--- src/rtl/cache_bus_arbiter_pkg.sv ---
// Shared types for the instruction/data cache bus arbiter.
// State encoding, owner encoding, latched transfer record and the starvation default.
package cache_bus_arbiter_pkg;

    localparam int STARVE_LIMIT_DEF = 4;

    typedef enum logic [1:0] {
        ST_IDLE = 2'd0,
        ST_ADDR = 2'd1,
        ST_DATA = 2'd2,
        ST_DONE = 2'd3
    } arb_state_t;

    typedef enum logic {
        OWN_INST = 1'b0,
        OWN_DATA = 1'b1
    } owner_t;

    typedef struct packed {
        logic [3:0]  wen;
        logic [31:0] addr;
        logic [31:0] wdata;
    } xfer_t;

endpackage

--- src/rtl/cache_bus_arbiter_starve_cnt.sv ---
// Starvation counter and inst-wins decision for the cache bus arbiter.
// Latency: inst_wins is combinational from the request inputs and the count.
// Backpressure: none; the count only moves on a grant.
module arb_starve_cnt
    import cache_bus_arbiter_pkg::*;
#(
    parameter int STARVE_LIMIT = STARVE_LIMIT_DEF
) (
    input  logic clk,
    input  logic rst,
    input  logic inst_req,
    input  logic data_req,
    input  logic grant,
    output logic inst_wins
);

    localparam int CW = (STARVE_LIMIT < 1) ? 1 : $clog2(STARVE_LIMIT + 1);
    localparam logic [CW-1:0] LIMIT = CW'(STARVE_LIMIT);

    logic [CW-1:0] cnt_q, cnt_d;
    logic          starved;

    assign starved   = (cnt_q == LIMIT);
    assign inst_wins = inst_req & (~data_req | starved);

    // Data grants only count against inst while inst is actually waiting.
    always_comb begin
        cnt_d = cnt_q;
        if (grant) begin
            if (inst_wins || !inst_req) begin
                cnt_d = '0;
            end else if (!starved) begin
                cnt_d = cnt_q + CW'(1);
            end
        end
    end

    always_ff @(posedge clk) begin
        if (rst) begin
            cnt_q <= '0;
        end else begin
            cnt_q <= cnt_d;
        end
    end

endmodule

--- src/rtl/cache_bus_arbiter.sv ---
// Arbitrates I-cache and D-cache misses onto one downstream request/data bus.
// Latency: grant 1 cycle after req in IDLE; dok 1 cycle after the completing bus_data_ok.
// Backpressure: holds in ADDR until bus_addr_ok and in DATA until bus_data_ok, indefinitely.
module cache_bus_arbiter
    import cache_bus_arbiter_pkg::*;
#(
    parameter int STARVE_LIMIT = STARVE_LIMIT_DEF
) (
    input  logic        clk,
    input  logic        rst,
    input  logic        inst_req,
    input  logic [31:0] inst_addr,
    output logic [31:0] inst_rdata,
    output logic        inst_dok,
    input  logic        data_req,
    input  logic [3:0]  data_wen,
    input  logic [31:0] data_addr,
    input  logic [31:0] data_wdata,
    output logic [31:0] data_rdata,
    output logic        data_dok,
    output logic        bus_req,
    output logic        bus_wr,
    output logic [3:0]  bus_wstrb,
    output logic [31:0] bus_addr,
    output logic [31:0] bus_wdata,
    input  logic        bus_addr_ok,
    input  logic        bus_data_ok,
    input  logic [31:0] bus_rdata
);

    arb_state_t  state_q, state_d;
    owner_t      owner_q, owner_d;
    xfer_t       xfer_q, xfer_d;
    logic        bus_req_q, bus_req_d;
    logic        inst_dok_q, inst_dok_d;
    logic        data_dok_q, data_dok_d;
    logic [31:0] inst_rdata_q, inst_rdata_d;
    logic [31:0] data_rdata_q, data_rdata_d;

    logic grant;
    logic inst_wins;
    logic complete;

    assign grant = (state_q == ST_IDLE) & (inst_req | data_req);

    arb_starve_cnt #(
        .STARVE_LIMIT (STARVE_LIMIT)
    ) u_starve (
        .clk       (clk),
        .rst       (rst),
        .inst_req  (inst_req),
        .data_req  (data_req),
        .grant     (grant),
        .inst_wins (inst_wins)
    );

    // A combined addr_ok+data_ok in ADDR skips DATA entirely.
    assign complete = ((state_q == ST_ADDR) & bus_addr_ok & bus_data_ok) |
                      ((state_q == ST_DATA) & bus_data_ok);

    always_comb begin
        state_d      = state_q;
        owner_d      = owner_q;
        xfer_d       = xfer_q;
        bus_req_d    = bus_req_q;
        inst_dok_d   = 1'b0;
        data_dok_d   = 1'b0;
        inst_rdata_d = inst_rdata_q;
        data_rdata_d = data_rdata_q;

        case (state_q)
            ST_IDLE: begin
                if (grant) begin
                    state_d   = ST_ADDR;
                    bus_req_d = 1'b1;
                    if (inst_wins) begin
                        owner_d = OWN_INST;
                        xfer_d  = '{wen: 4'b0, addr: inst_addr, wdata: 32'b0};
                    end else begin
                        owner_d = OWN_DATA;
                        xfer_d  = '{wen: data_wen, addr: data_addr, wdata: data_wdata};
                    end
                end
            end
            ST_ADDR: begin
                if (bus_addr_ok) begin
                    // The latch doubles as the bus drive, so clearing it zeroes the bus.
                    bus_req_d = 1'b0;
                    xfer_d    = '0;
                    state_d   = bus_data_ok ? ST_DONE : ST_DATA;
                end
            end
            ST_DATA: begin
                if (bus_data_ok) begin
                    state_d = ST_DONE;
                end
            end
            ST_DONE: begin
                state_d = ST_IDLE;
            end
            default: begin
                state_d = ST_IDLE;
            end
        endcase

        if (complete) begin
            if (owner_q == OWN_DATA) begin
                data_rdata_d = bus_rdata;
                data_dok_d   = 1'b1;
            end else begin
                inst_rdata_d = bus_rdata;
                inst_dok_d   = 1'b1;
            end
        end
    end

    always_ff @(posedge clk) begin
        if (rst) begin
            state_q      <= ST_IDLE;
            owner_q      <= OWN_INST;
            xfer_q       <= '0;
            bus_req_q    <= 1'b0;
            inst_dok_q   <= 1'b0;
            data_dok_q   <= 1'b0;
            inst_rdata_q <= '0;
            data_rdata_q <= '0;
        end else begin
            state_q      <= state_d;
            owner_q      <= owner_d;
            xfer_q       <= xfer_d;
            bus_req_q    <= bus_req_d;
            inst_dok_q   <= inst_dok_d;
            data_dok_q   <= data_dok_d;
            inst_rdata_q <= inst_rdata_d;
            data_rdata_q <= data_rdata_d;
        end
    end

    assign bus_req    = bus_req_q;
    assign bus_wr     = |xfer_q.wen;
    assign bus_wstrb  = xfer_q.wen;
    assign bus_addr   = xfer_q.addr;
    assign bus_wdata  = xfer_q.wdata;
    assign inst_dok   = inst_dok_q;
    assign data_dok   = data_dok_q;
    assign inst_rdata = inst_rdata_q;
    assign data_rdata = data_rdata_q;

endmodule

--- config.mk ---
export PLATFORM = sky130hd
export DESIGN_NAME = cache_bus_arbiter
export DESIGN_NICKNAME = d
export VERILOG_FILES = /design/src/rtl/cache_bus_arbiter_pkg.sv /design/src/rtl/cache_bus_arbiter_starve_cnt.sv /design/src/rtl/cache_bus_arbiter.sv
export SDC_FILE = /design/constraint.sdc
export NUM_CORES = 1
export LEC_CHECK = 0
export CORE_MARGIN = 4
export CORE_UTILIZATION = 38
export CTS_CLUSTER_SIZE = 40
export DETAILED_ROUTE_END_ITERATION = 6
export PLACE_DENSITY = 0.76
export SLEW_MARGIN = 15
export SYNTH_ARGS = -nofsm -noshare
export SYNTH_HDL_FRONTEND = slang
export SYNTH_SLANG_ARGS = --single-unit
--- constraint.sdc ---
create_clock -name clk -period 1.58 [get_ports clk]
set_input_delay 0.158 -clock clk [delete_from_list [all_inputs] [get_ports clk]]
set_output_delay 0.158 -clock clk [all_outputs]
set_load 0.1 [all_outputs]
==> impl_metrics.csv <==
group,metric,value,unit
min_path,worstHoldStart,"rst",
global_route,grt_pass1_vias,6351,
clock_network,cts_tree,"done",
route,route.detailed.drc,0,
outcome,violations,"setup timing",
power_and_ir_drop,power.switching,9.94,mW
global_route,grt_usage,23.0,%
synth,synth_top_cell_area_share,44.8,%
sta,period_share,111,%
min_path,hold_depth,3,
setup_path,cp_max_fo,8,
power_and_ir_drop,p_int,11.8,mW
clock_network,cts_max_path_buffers,2,
floorplan,floorplan.rows,46,
synth,synth_area,0.00630,mm^2
route,vias_per_cell,5.36,
route,drtIter0Drc,326,
setup_path,reg2reg_depth,6,
clock_network,cts.root.buffer_cell,"clkbuf_16",
power_and_ir_drop,vdd_drop_max,1.01,mV
sta,clock.fmax,0.569,GHz
clock_network,cts_sinks,141,
synth,postSynthAreaPerCell,9.60,um^2
sta,finalCriticalPeriod,1.76,ns
floorplan,dieArea,0.0187,mm^2
placement,port_buffers,273,
power_and_ir_drop,clkPwrFrac,18.3,%
placement,postPlaceCellArea,0.0107,mm^2
route,wl_per_cell,21.0,um
setup_path,slowest_stage,"a2111oi_0",
final_layout,drive_gt1_share,32.5,%
final_layout,syn2layout_area_growth,96.8,%
setup_path,reg2reg_slack,-0.18,ns
final_layout,nets,1091,
synth,yosysWarnings,0,
flow_run,drv_cap,0,
synth,yosysTopAreaCell,"dfxtp_1",
setup_path,reg2reg_from,"state_q[0]",
sta,worst_slack,-0.177,ns
sta,max_slew_margin,54.0,%
global_route,grt_overflow,0,
synth,post-synth-top-count-cell,"dfxtp_1",
power_and_ir_drop,p_sw_share,45.7,%
power_and_ir_drop,leakage,4.90,nW
sta,maxSlewViolCount,0,
clock_network,clock_latency,0.42,ns
synth,synthArstFlopShare,0,%
power_and_ir_drop,comb_power_share,59.1,%
power_and_ir_drop,finalPower,21.8,mW
placement,hpwl,14400,um
setup_path,required,1.95,ns
setup_path,start_kind,"flip-flop",
route,ant_nets,0,
clock_network,cts_max_level,4,
setup_path,crit_arrival,2.12,ns
sta,rsz0062_at_grt,"yes",
outcome,status,"finished, violations left",
floorplan,core-area,0.0161,mm^2
synth,yosys-top-cells-area,"dfxtp_1, mux2i_1, nand2b_1, a221o_1, a2111oi_0",
floorplan,chipHeight,137,um
synth,synth_cell_types,46,
final_layout,final_cell_area,0.0124,mm^2
placement,gp_congestion,0.739,
clock_network,hold_buffers,0,
setup_path,max_stage_delay,0.45,ns
synth,yosys_register_bits,141,
placement,dp.cells,1109,
global_route,antenna_found_initial,0,
min_path,whs_endpoint,"bus_wdata[24]",
floorplan,start_util,39.2,%
clock_network,path_clk_slew,0.06,ns
setup_path,crit_chain,"buf_6 -> ha_4 -> buf_12 -> or2_4 -> a2111oi_0 -> a221o_1",
synth,syn_nets,799,
final_layout,n_antenna_cell,0,
global_route,grt_pass1_wl,33600,um
sta,clock_skew,0.0101,ns
synth,yosys-top-cells-count,"dfxtp_1, nand2b_1, mux2i_1",
final_layout,layoutNonFillerInstCount,1177,
final_layout,post-route-util,77.2,%
floorplan,die_x,137,um
setup_path,endpoint_kind,"flip-flop",
power_and_ir_drop,p_per_area,1760,mW/mm^2
setup_path,crit_type,"reg2reg",
synth,synth_edf_count,0,
power_and_ir_drop,seq_power_share,22.6,%
route,firstDrtPassIters,4,
route,vias,6309,
setup_path,worst_r2r_endpoint,"bus_addr[5]",
sta,whs,0.252,ns
route,wl,24700,um
floorplan,ios,274,
sta,worst_slew_pin_slew,0.690,ns
clock_network,cts_buffers,17,
min_path,hp-class,"in2reg",
sta,setup_viol,114,
synth,synth_flop_cell,"dfxtp_1",
sta,finalHoldViolCount,0,
synth,netlist_instances,656,
synth,ys_seq_area_share,44.8,%
global_route,grt_max_degree,97,
## worst max-delay path, delay by kind of cell (launching register included)
kind	cells	cell delay, ns
simple gates	1	0.31
flops	1	0.33
compound gates	2	0.62
fa+ha+maj	1	0.20
buf+inv	2	0.26
## metal layers
metal	part of all wire, %	GRT usage (%)	up-vias
li1	-	-	2957
met3	7.1	6.95	58
met1	39	25.8	3019
met2	51	40.6	275
met5	0	0	-
met4	3.0	8.79	0
## layout by cell type (no fill, tap or decap), types with 3 or more instances in the layout
cell type,count
nand3_4,7
a2111oi_2,7
a2111oi_4,12
clkdlybuf4s50_1,136
buf_6,11
inv_1,35
buf_4,24
dfxtp_1,136
o21ai_0,36
or2_4,3
nand2b_1,96
nand3_1,24
clkinvlp_4,3
a2111oi_1,11
ha_4,3
nor2_1,3
buf_12,149
and3_1,32
a2111oi_0,3
a221o_1,32
a21oi_1,20
dfxtp_2,5
buf_16,3
o21ba_4,4
clkbuf_16,24
mux2i_1,63
nand3_2,6
clkinv_4,3
a21oi_2,17
nand2_1,3
nor3_1,3
## stage by stage
step	TNS [ns]	worst slack (ns)
after floorplan	-1.83	-0.0540
after global placement	-17.87	-0.197
after global routing	-16.06	-0.299
final	-8.87	-0.177
after detailed placement	-23.26	-0.238
after CTS	-3.84	-0.0956
## area by class of cell
cell class | instances | area (um^2)
timing repair buffer | 331 | 4920
fill | 923 | 3660
multi-input combinational | 420 | 3650
sequential | 141 | 2830
clock buffer | 20 | 447
tap | 216 | 270
clock inverter | 12 | 139
inverter | 37 | 139
## kinds of logic after synthesis
family / synth area share, %
DFF: 44.8
adders and majority gates: 0.993
AOI/OAI and AO/OA: 17.4
muxes: 10.6
and+or+nand+nor: 17.9
xor gates and xnor gates: 0.278
buffers and inverters: 8.01
## power by group through the flow
stage	sequential [mW]	clock [mW]	combinational (mW)
6_report	4.92	3.99	12.9
3_5_place_dp	4.98	0	10.6
5_1_grt	4.98	4.20	13.3
4_1_cts	4.91	4.03	11.5
3_3_place_gp	4.95	0	10.5
2_1_floorplan	8.89	0	2.54
## sequential cells by signal, summed over array words and instances, names as in the netlist
signal,count
bus_addr,32
bus_req,1
bus_wdata,32
bus_wstrb,4
data_dok,1
data_rdata,32
inst_dok,1
inst_rdata,32
owner_q,1
state_q,2
u_starve.cnt_q,3
## how the worst max path moves through the flow
stage,startpoint,end,slack (ns),cells after the start
global route,state_q[0],bus_addr[20],-0.30,5
CTS,state_q[0],inst_rdata[23],-0.1,9
detailed placement,bus_addr_ok,inst_rdata[15],-0.24,6
global placement,data_req,bus_addr[2],-0.20,4
floorplan,state_q[1],bus_addr[10],-0.05,7
finish,state_q[0],bus_addr[5],-0.18,6
## repair_timing
item                       4_1_cts  5_1_grt
setup endpoints to repair      138      136
resized for setup               60       85
gates cloned                     9       11
setup buffers                   10        7
pin swaps                        7       34
(Power assumes the default switching activity.)
